--- src/rtl/pipeline_pkg.sv ---
// Shared types and defaults for the instruction-fetch front end.
// Fetch entries pair a word-aligned PC with the instruction fetched from it.
package pipeline_pkg;

    localparam logic [31:0] RESET_PC_DEFAULT  = 32'h0000_0000;
    localparam logic [31:0] NOP_INSTR_DEFAULT = 32'h0000_0000;
    localparam int          QUEUE_DEPTH       = 2;

    typedef struct packed {
        logic [31:0] pc;
        logic [31:0] instr;
    } fetch_entry_t;

endpackage

--- src/rtl/fetch_queue.sv ---
// Two-entry FIFO of fetch entries between the imem response path and IF/ID.
// Flush dominates push and pop; push and pop together on a full queue is legal.
module fetch_queue
    import pipeline_pkg::*;
(
    input  logic         clk,
    input  logic         rst,
    input  logic         push,
    input  logic         pop,
    input  logic         flush,
    input  fetch_entry_t din,
    output logic [1:0]   count,
    output fetch_entry_t head
);

    fetch_entry_t r_mem [QUEUE_DEPTH];
    logic         r_rd_ptr;
    logic [1:0]   r_count;

    logic w_wr_ptr;
    logic w_do_pop;
    logic w_do_push;

    // With two slots the write slot is the read slot offset by the occupancy parity.
    assign w_wr_ptr  = r_rd_ptr ^ r_count[0];
    assign w_do_pop  = pop && (r_count != 2'd0) && !flush;
    assign w_do_push = push && !flush && !rst && ((r_count != 2'd2) || w_do_pop);

    always_ff @(posedge clk) begin
        if (rst || flush) begin
            r_count  <= 2'd0;
            r_rd_ptr <= 1'b0;
        end else begin
            if (w_do_pop) begin
                r_rd_ptr <= ~r_rd_ptr;
            end
            r_count <= r_count + {1'b0, w_do_push} - {1'b0, w_do_pop};
        end
    end

    always_ff @(posedge clk) begin
        if (w_do_push) begin
            r_mem[w_wr_ptr] <= din;
        end
    end

    assign count = r_count;
    assign head  = r_mem[r_rd_ptr];

endmodule

--- src/rtl/fetch_unit.sv ---
// Instruction fetch producer: owns the PC, issues single-outstanding word fetches
// and presents queued {pc, instr} pairs to the IF/ID register.
module fetch_unit
    import pipeline_pkg::*;
#(
    parameter logic [31:0] RESET_PC  = RESET_PC_DEFAULT,
    parameter logic [31:0] NOP_INSTR = NOP_INSTR_DEFAULT
) (
    input  logic        clk,
    input  logic        rst,
    input  logic        stallF,
    input  logic        redirect,
    input  logic [31:0] redirectPc,
    output logic        imem_req,
    output logic [31:0] imem_addr,
    input  logic        imem_ready,
    input  logic        imem_rvalid,
    input  logic [31:0] imem_rdata,
    output logic [31:0] pcF,
    output logic [31:0] pcPlus4F,
    output logic [31:0] instrF,
    output logic        validF
);

    logic [31:0] r_pc;
    logic [31:0] r_req_pc;
    logic        r_outstanding;
    logic        r_drop;

    logic [1:0]   w_count;
    fetch_entry_t w_head;
    fetch_entry_t w_push_entry;
    logic         w_valid;
    logic         w_pop;
    logic         w_req;
    logic         w_accept;
    logic         w_push;

    assign w_valid  = !rst && (w_count != 2'd0);
    assign w_pop    = w_valid && !stallF;
    // Issue only when the returning word is guaranteed a free slot.
    assign w_req    = !rst && !r_outstanding && ((w_count - {1'b0, w_pop}) < 2'd2);
    assign w_accept = w_req && imem_ready;
    assign w_push   = imem_rvalid && r_outstanding && !r_drop && !redirect;

    assign w_push_entry.pc    = r_req_pc;
    assign w_push_entry.instr = imem_rdata;

    always_ff @(posedge clk) begin
        if (rst) begin
            r_pc          <= RESET_PC;
            r_req_pc      <= 32'h0;
            r_outstanding <= 1'b0;
            r_drop        <= 1'b0;
        end else begin
            if (w_accept) begin
                r_outstanding <= 1'b1;
                r_req_pc      <= r_pc;
                r_pc          <= r_pc + 32'd4;
            end else if (imem_rvalid && r_outstanding) begin
                r_outstanding <= 1'b0;
                r_drop        <= 1'b0;
            end
            // A redirect poisons whatever is in flight unless its response lands now.
            if (redirect) begin
                r_pc <= redirectPc & ~32'h3;
                if (w_accept || (r_outstanding && !imem_rvalid)) begin
                    r_drop <= 1'b1;
                end
            end
        end
    end

    fetch_queue u_queue (
        .clk   (clk),
        .rst   (rst),
        .push  (w_push),
        .pop   (w_pop),
        .flush (redirect),
        .din   (w_push_entry),
        .count (w_count),
        .head  (w_head)
    );

    assign imem_req  = w_req;
    assign imem_addr = r_pc;
    assign validF    = w_valid;
    assign pcF       = w_valid ? w_head.pc : 32'h0;
    assign pcPlus4F  = w_valid ? (w_head.pc + 32'd4) : 32'h0;
    assign instrF    = w_valid ? w_head.instr : NOP_INSTR;

endmodule

--- config.mk ---
export PLATFORM = sky130hd
export DESIGN_NAME = fetch_unit
export DESIGN_NICKNAME = d
export VERILOG_FILES = /design/src/rtl/pipeline_pkg.sv /design/src/rtl/fetch_queue.sv /design/src/rtl/fetch_unit.sv
export SDC_FILE = /design/constraint.sdc
export NUM_CORES = 1
export LEC_CHECK = 0
export CORE_ASPECT_RATIO = 1.25
export CORE_MARGIN = 8
export CORE_UTILIZATION = 64
export DETAILED_ROUTE_END_ITERATION = 8
export DONT_BUFFER_PORTS = 1
export PLACE_DENSITY = 0.82
export SLEW_MARGIN = 0
export SYNTH_ARGS = -nofsm -noshare
export SYNTH_HDL_FRONTEND = slang
export SYNTH_HIERARCHICAL = 1
export SYNTH_SLANG_ARGS = --single-unit
--- constraint.sdc ---
create_clock -name clk -period 5.7 [get_ports clk]
set_clock_uncertainty 0.1 [all_clocks]
set_input_delay 0.57 -clock clk [delete_from_list [all_inputs] [get_ports clk]]
set_output_delay 0.57 -clock clk [all_outputs]
set_load 0.05 [all_outputs]
* Yosys cells after proc, flatten, opt, wreduce, memory -nomap -nowiden
Memories as Yosys holds them, arrays and structs flattened. A register that Yosys moved wholly into a read port is not among the register bits.
Index checks and enable logic that the tools add are counted.
** Word-level totals
- Flip-flop bits (word level) :: 69
- Memory bits (writable) :: 128
- Input port bits :: 70
- Word-level logic and storage cells :: 59
- Memories kept :: 1
** Memories
- u_queue.r_mem :: words 2, bits a word 64, read ports 1, clocked after memory_dff 1, wr ports 1, line fetch_queue.sv:16 : fetch_entry_t r_mem [QUEUE_DEPTH];
** Cells by class
- Add/subtract/negate cells :: 5
- Magnitude comparators :: 1
- Eq/ne operators :: 1
- Multiplexer cells :: 15
- Bitwise logic cells :: 2
- Reduce and logical (&&, ||, !) cells :: 27
** Operators by type and width (count)
- 32-bit 2-to-1 mux :: 5
- 32-bit by 3-bit adder with 32-bit output (second input constant) :: 2
- 1-bit logical AND :: 14
- 1-bit 2-to-1 mux :: 10
- 1-bit zero test :: 6
- 2-bit nonzero test :: 3
- 2-bit by 1-bit subtractor with 2-bit output :: 2
- 1-bit logical OR :: 3
- 2-bit by 1-bit adder with 2-bit output :: 1
- 2-bit < comparator (second input constant) :: 1
- 2-bit != test (second input constant) :: 1
- 2-bit OR reduction :: 1
- 1-bit NOT :: 1
- 1-bit XOR :: 1

* Longest topological paths before layout
Gate-level depths: netlist (run 1).
- Word-level depth :: 10
- Mapped depth :: 11

* Cells and area by module
The synthesis (run 1) kept the hierarchy.
** Modules (own cells, without submodules)
- fetch_queue :: instances 1, cells each 222, area each 5156.2 um^2, seq. area each 3923.8 um^2
- fetch_unit :: instances 1, cells each 533, area each 3968.8 um^2, seq. area each 1241.2 um^2

* Least setup slack after synthesis (run 1)
OpenSTA, ideal clock, no wires.
- Path kind :: input-to-reg
- Start :: in rst
- End :: mem u_queue/r_mem[0][0] in the netlist's numbering (enable)
- Library setup time :: 0.493 ns
- Data arrival time :: 4.163 ns
- Required time :: 5.107 ns
- Slack :: 0.944 ns
- Cell stages on the path :: 6
- Path buffers :: 1
- Path through :: clkinv_1 -> o21ai_1 -> clkbuf_1 -> nor2_1 -> o311ai_2 -> nor2b_1
** Between the ends
- Longest elaborated chain between the ends :: 9
** Ends and longest elaborated chain
- start, declared :: line fetch_unit.sv:10 : input logic rst,
- 1-bit zero test :: line fetch_unit.sv:39 : assign w_valid = !rst && (w_count != 2'd0);
- 1-bit logical AND :: line fetch_unit.sv:39
- 1-bit logical AND :: line fetch_unit.sv:40 : assign w_pop = w_valid && !stallF;
- via w_pop :: line fetch_unit.sv:34 : logic w_pop;
- 1-bit logical AND (2 in series) :: line fetch_queue.sv:26 : assign w_do_pop = pop && (r_count != 2'd0) && !flush;
- 1-bit logical OR :: line fetch_queue.sv:27 : assign w_do_push = push && !flush && !rst && ((r_count != 2'd2) || w_do_pop);
- 1-bit logical AND :: line fetch_queue.sv:27
- 1-bit 2-to-1 mux :: line fetch_queue.sv:42 : if (w_do_push) begin
- 1-bit 2-to-1 mux (implied by the code) :: line fetch_queue.sv:43 : r_mem[w_wr_ptr] <= din;
- end, declared :: line fetch_queue.sv:16
The timed path passes the listed nets, and every way through them passes these cells.

==> run_results.csv, run 1 <==
group,metric,value,unit
die,design.core.area,0.0142,mm2
sta,max_slew_margin,0.276,
synthesis,ys_seq_area_frac,0.566,
cells_and_area,area_growth,6.91,%
sta,min_period,4.35,ns
clocking,hold_buffers,0,
power_and_ir_drop,p_leak,3.49,nW
status,status,"finished clean",
placed_design,dp_slack,1.74,ns
sta,final.setup.worst_slack,1.35,ns
synthesis,yosys_warnings,6,
sta,finalSetupViolations,0,
sta,hold_viol,0,
placed_design,gp_congestion,0.831,
cells_and_area,layout_commonest_cell,"edfxtp_1",
routing,num_vias,5628,
power_and_ir_drop,ir_worst_vdd,0.195,mV
clocking,clk_pin_slew,0.07,ns
global_route,grt_pass1_vias,5496,
worst_setup_path,critical_path_class,"reg2out",
synthesis,syn_area,0.00913,mm2
clocking,cts_buffers,17,
worst_setup_path,worstReg2RegStart,"u_queue/count[0]$_SDFF_PP0_",
worst_setup_path,crit_fanout,34,
flow_run,drv_cap,0,
die,dieArea,0.0184,mm2
die,pin_count,200,
clocking,cts_max_level,4,
synthesis,ys.flop_type,"edfxtp_1",
clocking,cts_num_sinks,194,
placed_design,port_buffers,0,
global_route,antenna_found_initial,0,
worst_setup_path,cp.required,5.03,ns
clocking,cts_buffer_depth,2,
global_route,grt_pass1_wl,29.3,mm
worst_setup_path,end_kind,"output port",
routing,viasPerCell,6.01,
global_route,grt.overflow.total,0,
cells_and_area,nets,820,
cells_and_area,final_cell_mix,"128 x edfxtp_1, 81 x nand2_1, 69 x and2_1",
sta,worstMarginPinSlew,1.09,ns
routing,wirelength,18.9,mm
worst_setup_path,r2r-end,"u_queue/r_mem[0][61]$_DFFE_PP_",
synthesis,yosysUniqueCellTypes,58,
clocking,cts_tree,"yes",
sta,whs,0.122,ns
routing,postRouteAntennaNets,0,
cells_and_area,final_area,0.00976,mm2
sta,drv_slew,0,
synthesis,synth_edf_count,128,
clocking,post_cts_buffers,0,
synthesis,synthArstFlopShare,0,
synthesis,synthCells,755,
synthesis,ys_seq_elements,194,
sta,clock.fmax,0.230,GHz
die,rows,49,
global_route,grtUsageTotal,0.204,
die,die_h,150,um
routing,drc,0,
sta,rsz0062_at_grt,"no",
hold_path,min_path_type,"in2reg",
routing,drt_iter0_drc,383,
die,die_x,123,um
synthesis,avgSynthCellArea,12.1,um2
routing,wire_per_inst,20.1,um
sta,finalSetupTns,0,ns
cells_and_area,n_antenna_cell,0,
worst_setup_path,ff2ff_path_depth,6,
worst_setup_path,cp.arrival,3.68,ns
routing,dr.pass1.iters,4,
placed_design,place.detailed.hpwl,13.9,mm
clocking,insertion_delay,0.42,ns
worst_setup_path,worstSetupEndpoint,"pcPlus4F[31]",
worst_setup_path,worst_setup_path_start_kind,"register",
power_and_ir_drop,p_per_area,289,mW/mm2
clocking,cts_resized,0,
clocking,cts_root_buf,"clkbuf_16",
sta,finalCritPeriodShare,0.764,
placed_design,placed_area,0.00919,mm2
cells_and_area,drive_gt1_frac,0.174,
global_route,grt_max_degree,49,
die,start_util,0.644,
worst_setup_path,ff2ff_setup_slack,2.67,ns
==> cells in the mapped netlist (3+ instances only) <==
master    count  area (um2)
buf_2         4        20.0
nand2_1      81         304
mux2_4       60         901
and4_1        5        43.8
buf_4         4        30.0
a31oi_1       3        18.8
edfxtp_1    128        3840
mux2_2        6        67.6
clkbuf_1     25        93.8
and2_1       69         432
buf_12        6         120
nor3_1       14        70.1
buf_1         3        11.3
nand4_1      12        75.1
nand4_2       3        37.5
a311oi_1      3        26.3
nor4_1        6        37.5
mux2i_1       5        50.1
o21ai_0      16        80.1
inv_1        10        37.5
xnor2_1      29         254
nand3_1      51         255
ha_1          4        50.1
or3_1         6        37.5
nor2_1       55         206
and3_1        4        25.0
dfxtp_1      66        1320
xor2_1       21         184
a21oi_1      11        55.1
a211oi_1     12        90.1
==> worst min path at each step <==
stage                                           endpoint                       from  depth (start not counted)  slack [ns]
final                        u_queue/count[1]$_SDFF_PP0_                   redirect                          1        0.12
after detailed placement  u_queue/r_mem[1][55]$_DFFE_PP_  r_req_pc[23]$_SDFFE_PP0P_                          0        0.34
after global placement    u_queue/r_mem[0][47]$_DFFE_PP_  r_req_pc[15]$_SDFFE_PP0P_                          0        0.33
after floorplan           u_queue/r_mem[0][35]$_DFFE_PP_   r_req_pc[3]$_SDFFE_PP0P_                          0        0.33
after CTS                     imem_addr[27]$_SDFFE_PP0P_                        rst                          1        0.10
after global routing         u_queue/count[1]$_SDFF_PP0_                   redirect                          1        0.10
==> critical path: stages (launching register included) <==
cell and delay, ns:
dfxtp_4 0.75, mux2_4 0.33, nand4_2 0.13, nor4_4 0.58, nand3_2 0.20, or3_1 0.39, a21oi_1 0.86
==> registers in the layout, indices dropped and copies added, names as in the netlist, named ones only <==
name and flops:
u_queue/r_mem 128, u_queue/count 2, imem_addr 30, r_outstanding 1, u_queue/r_rd_ptr 1, r_drop 1, r_req_pc 30
==> logic make-up after synthesis <==
| family | Yosys count | share of synthesized area |
|---|---|---|
| flops | 194 | 0.566 |
| xor+xnor | 50 | 0.0480 |
| buf+inv | 55 | 0.0365 |
| mux | 71 | 0.112 |
| fa+ha+maj | 4 | 0.00548 |
| simple gates | 325 | 0.193 |
| compound gates | 55 | 0.0394 |
| other cells | 1 | 0.000411 |
==> power breakdown <==
group	leakage [nW]	total, mW	switching, mW	internal [mW]
Clock	0.268	1.13	0.506	0.622
Sequential	1.76	1.61	0.0885	1.52
Combinational	1.46	0.0822	0.0506	0.0316
Total	3.49	2.82	0.645	2.18
==> per-layer routing <==
| metal | share of wire | track usage | up-vias |
|---|---|---|---|
| met3 | 0.094 | 0.0593 | 32 |
| met4 | 0.020 | 0.0831 | 0 |
| met5 | 0 | 0 | - |
| met1 | 0.40 | 0.243 | 2675 |
| li1 | - | - | 2682 |
| met2 | 0.49 | 0.338 | 239 |
==> layout make-up <==
| class | count | area, um2 |
|---|---|---|
| well taps | 178 | 223 |
| inverters | 11 | 41.3 |
| clock buffers | 19 | 443 |
| multi-input cells | 511 | 3670 |
| fillers | 999 | 4410 |
| flip-flops and latches | 194 | 5170 |
| repair buffers | 11 | 82.6 |
| clock inverters | 13 | 128 |
==> through the flow <==
step                      std cells  total power [mW]   util
after detailed placement        905              1.73  0.649
after global routing            937              2.91  0.689
after global placement          905              1.72  0.649
after CTS                       937              2.84  0.689
final                           937              2.82  0.689
after floorplan                 760              1.70      -
No activity file was read; power rests on OpenSTA's default activity.
==> run 2, diff against run 1 <==
clock period = 4.22 ns   (was 5.7 ns; I/O delays follow)
==> run 2 against run 1 <==
  * Wire length increased by 7.6%
  * Sequential power increased by 35%
  * Register-to-register slack got worse by 1.3 ns
  * Critical path type unchanged
  * Largest cell class unchanged
  * Largest power group unchanged
  * Highest routed layer unchanged
==> run_results.csv, run 2 (synthesis results as in run 1) <==
group,metric,value,unit
flow_run,drv_cap,0,
sta,max_slew_margin,0.313,
worst_setup_path,crit_chain,"mux2_4 > nand4_1 > nor2_1 > nand3_2 > or3_1 > a21oi_1 > buf_4",
routing,viasPerCell,5.96,
sta,hold_viol,0,
clocking,cts_max_level,4,
routing,drc,0,
global_route,grt_max_degree,65,
worst_setup_path,cpPeakStageDelay,0.65,ns
cells_and_area,nFillCells,920,
routing,num_vias,5967,
die,design.core.area,0.0142,mm2
cells_and_area,seq_area,0.00517,mm2
global_route,grtUsageTotal,0.219,
power_and_ir_drop,p_per_area,380,mW/mm2
status,status,"finished clean",
routing,wire_per_inst,20.2,um
die,die_h,150,um
worst_setup_path,worstReg2RegStart,"u_queue/count[0]$_SDFF_PP0_",
sta,clock.fmax,0.283,GHz
cells_and_area,largest_register_ffs,128,
worst_setup_path,cp.required,3.70,ns
placed_design,place.detailed.hpwl,14.2,mm
global_route,grt_pass1_wl,31.7,mm
routing,wirelength,20.3,mm
power_and_ir_drop,p_leak,3.82,nW
sta,drv_slew,0,
sta,finalSetupTns,0,ns
hold_path,hp-start,"redirect",
global_route,antenna_found_initial,0,
clocking,post_cts_buffers,0,
routing,postRouteAntennaNets,0,
worst_setup_path,crit_fanout,27,
die,start_util,0.644,
cells_and_area,layout_commonest_cell,"edfxtp_1",
global_route,grt.overflow.total,0,
clocking,cts_root_buf,"clkbuf_16",
clocking,cts_tree,"yes",
worst_setup_path,critical_path_class,"reg2out",
worst_setup_path,cp.arrival,3.01,ns
worst_setup_path,slowest_stage,"dfxtp_4",
cells_and_area,final_cell_mix,"128 x edfxtp_1, 81 x nand2_1, 69 x and2_1",
hold_path,min_path_type,"in2reg",
cells_and_area,area_growth,13.6,%
global_route,grt_pass1_vias,5961,
sta,min_period,3.54,ns
cells_and_area,n_antenna_cell,0,
placed_design,gp_congestion,0.815,
routing,drt_iter0_drc,487,
die,dieArea,0.0184,mm2
clocking,insertion_delay,0.42,ns
sta,rsz0062_at_grt,"no",
clocking,cts_buffers,17,
cells_and_area,drive_gt1_frac,0.197,
placed_design,port_buffers,0,
power_and_ir_drop,ir_worst_vdd,0.263,mV
clocking,cts_buffer_depth,2,
cells_and_area,largest-register,"u_queue/r_mem",
clocking,cts_num_sinks,194,
sta,finalSetupViolations,0,
die,die_x,123,um
worst_setup_path,end_kind,"output port",
sta,worstMarginPinSlew,1.03,ns
cells_and_area,nets,885,
sta,finalCritPeriodShare,0.838,
die,pin_count,200,
sta,whs,0.0264,ns
routing,dr.pass1.iters,5,
worst_setup_path,worst_setup_path_start_kind,"register",
cells_and_area,multi_input_area,0.00367,mm2
clocking,clk_pin_slew,0.07,ns
die,rows,49,
run 2: cell type report:
type / instances / area share
flip-flops and latches: 194 / 0.499
well taps: 178 / 0.0215
multi-input cells: 511 / 0.354
inverters: 11 / 0.00398
clock buffers: 18 / 0.0414
repair buffers: 76 / 0.0638
clock inverters: 14 / 0.0164
run 2: timing repair:
| action | 4_1_cts | 5_1_grt |
|---|---|---|
| resized for setup | 0 | 0 |
| hold endpoints to repair | 90 | 0 |
| hold buffers | 36 | 0 |
run 2: report_power, final:
group	internal, mW	switching, mW
Clock	0.897	0.715
Sequential	2.06	0.120
Combinational	0.0650	0.0846
Total	3.02	0.920
run 2: worst max-delay path: cells and delay by family, from the launching register on:
| kind | cells | cell delay [ns] |
|---|---|---|
| flops | 1 | 0.65 |
| simple gates | 4 | 1.24 |
| compound gates | 1 | 0.18 |
| buf+inv | 1 | 0.23 |
| mux | 1 | 0.28 |
run 2: path summary, 6_finish.rpt:
path	end	slack (ns)	cells past startpoint
worst min-delay path	imem_addr[12]$_SDFFE_PP0P_	0.03	1
worst max register to register	u_queue/count[1]$_SDFF_PP0_	1.38	10
worst max-delay path	pcPlus4F[31]	0.68	7
worst min register to register	u_queue/r_mem[1][49]$_DFFE_PP_	0.36	0
run 2: stage by stage:
step                cell area (um2)  worst slack [ns]  power, mW  cells  utilization
floorplan                      9150             0.820       2.30    760            -
global placement               9400              1.19       2.32    934        0.664
detailed placement             9400              1.17       2.33    934        0.664
CTS                           10400             0.640       3.96   1002        0.732
global route                  10400             0.531       4.05   1002        0.732
finish                        10400             0.683       3.94   1002        0.732
run 2: layer usage:
layer	track usage	wire length (um)	up-vias
li1	-	-	2803
met1	0.264	8080	2884
met2	0.374	10200	255
met3	0.0604	1680	25
met4	0.0599	282	0
met5	0	0	-
==> run 3, diff against run 2 <==
clock period = 3.56 ns   (was 4.22 ns; I/O delays follow)
==> run 3 against run 2 <==
  * Worst hold slack lost 0.022 ns
  * Clock power increased by 12%
  * Sequential cell count unchanged
  * Sequential power increased by 16%
  * Non-clock buffer count rose by 32
  * Combinational power grew 75%
  * Wire length increased by 5.3%
  * Highest routed layer unchanged
==> run_results.csv, run 3 (synthesis results as in run 1) <==
group,metric,value,unit
routing,dr.pass1.iters,5,
status,status,"finished clean",
power_and_ir_drop,p_per_area,431,mW/mm2
cells_and_area,largest_register_ffs,128,
cells_and_area,final_cell_mix,"128 x edfxtp_1, 81 x nand2_1, 69 x and2_1",
routing,wirelength,21.4,mm
routing,viasPerCell,5.92,
cells_and_area,fin_cells,1034,
routing,postRouteAntennaNets,0,
clocking,cts_num_sinks,194,
cells_and_area,area_growth,16.6,%
sta,clock.fmax,0.295,GHz
hold_path,whs_path_depth,2,
cells_and_area,drive_gt1_frac,0.216,
hold_path,whs_endpoint,"imem_addr[15]$_SDFFE_PP0P_",
sta,final.setup.worst_slack,0.173,ns
cells_and_area,multi_input_area,0.00368,mm2
sta,finalCritPeriodShare,0.951,
worst_setup_path,r2r-end,"u_queue/count[1]$_SDFF_PP0_",
clocking,insertion_delay,0.42,ns
worst_setup_path,end_kind,"output port",
placed_design,placedCellCount,953,
cells_and_area,layout_commonest_cell,"edfxtp_1",
die,start_util,0.644,
cells_and_area,nFillCells,908,
cells_and_area,nets,917,
die,die_x,123,um
cells_and_area,utilization,0.751,
power_and_ir_drop,p_leak,3.97,nW
hold_path,hp-start,"redirectPc[15]",
cells_and_area,n_antenna_cell,0,
flow_run,drv_cap,0,
clocking,cts_buffer_depth,2,
routing,drt_iter0_drc,518,
power_and_ir_drop,ir_worst_vdd,0.267,mV
worst_setup_path,slowest_stage,"dfxtp_4",
clocking,cts_root_buf,"clkbuf_16",
placed_design,port_buffers,0,
routing,num_vias,6118,
placed_design,place.detailed.hpwl,14.3,mm
die,rows,49,
clocking,cts_buffers,17,
clocking,clk_pin_slew,0.07,ns
worst_setup_path,cp.arrival,2.93,ns
routing,wire_per_inst,20.7,um
worst_setup_path,ff2ff_path_depth,11,
die,die_h,150,um
routing,drc,0,
sta,finalSetupViolations,0,
sta,hold_viol,0,
cells_and_area,seq_area,0.00517,mm2
worst_setup_path,ff2ff_setup_slack,0.42,ns
sta,rsz0062_at_grt,"no",
global_route,grt_pass1_vias,6237,
placed_design,gp_congestion,0.833,
global_route,grt_pass1_wl,33.0,mm
worst_setup_path,crit_chain,"buf_8 > mux2_4 > inv_1 > nor4_4 > buf_4 > nand2_1 > nor2_1 > mux2_2",
hold_path,min_path_type,"in2reg",
sta,max_slew_margin,0.132,
global_route,antenna_found_initial,0,
global_route,grt.overflow.total,0,
global_route,grt_max_degree,65,
sta,min_period,3.39,ns
cells_and_area,largest-register,"u_queue/r_mem",
worst_setup_path,worst_setup_path_start_kind,"register",
sta,finalSetupTns,0,ns
worst_setup_path,worstReg2RegStart,"u_queue/count[0]$_SDFF_PP0_",
die,pin_count,200,
worst_setup_path,crit_fanout,14,
global_route,grtUsageTotal,0.229,
clocking,cts_tree,"yes",
die,dieArea,0.0184,mm2
worst_setup_path,cp.required,3.10,ns
die,design.core.area,0.0142,mm2
clocking,cts_max_level,4,
worst_setup_path,cpPeakStageDelay,0.52,ns
placed_design,dp_slack,0.490,ns
power_and_ir_drop,total_power,4.59,mW
sta,worstMarginPinSlew,1.30,ns
worst_setup_path,critical_path_class,"reg2out",
sta,drv_slew,0,
[run 3: cell count changes in the layout (fill, tap and decap cells not counted), moves of 2 or more]
cell	change
bufinv_16	-2
buf_12	+2
buf_4	+17
nor2_2	+2
dlygate4sd3_1	+12
nor2_1	-2
[run 3: power breakdown]
part | internal [mW] | switching [mW]
Combinational | 0.0992 | 0.164
Sequential | 2.44 | 0.0896
Clock | 0.932 | 0.869
[run 3: worst max path at each step]
stage	startpoint	end	slack [ns]	cells after the start
6_report	register	pcPlus4F[26]	0.17	8
5_1_grt	register	pcPlus4F[29]	0.07	8
4_1_cts	register	pcPlus4F[26]	0.07	7
3_5_place_dp	register	pcPlus4F[26]	0.49	7
3_3_place_gp	register	pcPlus4F[31]	0.61	7
2_1_floorplan	rst	u_queue/r_mem[1][0]$_DFFE_PP_	0.23	6
[run 3: per-layer routing]
metal / share of wire / global-route usage / vias up
li1: - / - / 2869
met1: 0.37 / 0.258 / 2938
met2: 0.52 / 0.407 / 273
met3: 0.087 / 0.0604 / 38
met4: 0.021 / 0.0831 / 0
met5: 0 / 0 / -
[run 3: cell type report]
cell class / count / area share
repair buffers: 108 / 0.0905
multi-input cells: 511 / 0.346
clock inverters: 14 / 0.0129
inverters: 11 / 0.00388
well taps: 178 / 0.0209
clock buffers: 18 / 0.0403
flip-flops and latches: 194 / 0.486
[run 3: metrics by stage]
stage / hold WS [ns] / area [um2]
CTS: 0.00164 / 10600
global placement: 0.334 / 9570
detailed placement: 0.339 / 9570
finish: 0.00421 / 10600
global route: 0.0111 / 10600
floorplan: 0.325 / 9150
[run 3: worst max-delay path, delay by kind of cell (launching register included)]
kind / cells / cell delay, ns
buf+inv: 3 / 0.55
simple gates: 3 / 0.74
flops: 1 / 0.52
mux: 2 / 0.69
[run 3: what timing repair did]
item	CTS	global route
hold buffers	48	0
endpoints found under the setup margin	2	3
endpoints found under the hold margin	93	0
gates resized for setup	2	1
cloned	0	0
buffers inserted	0	1
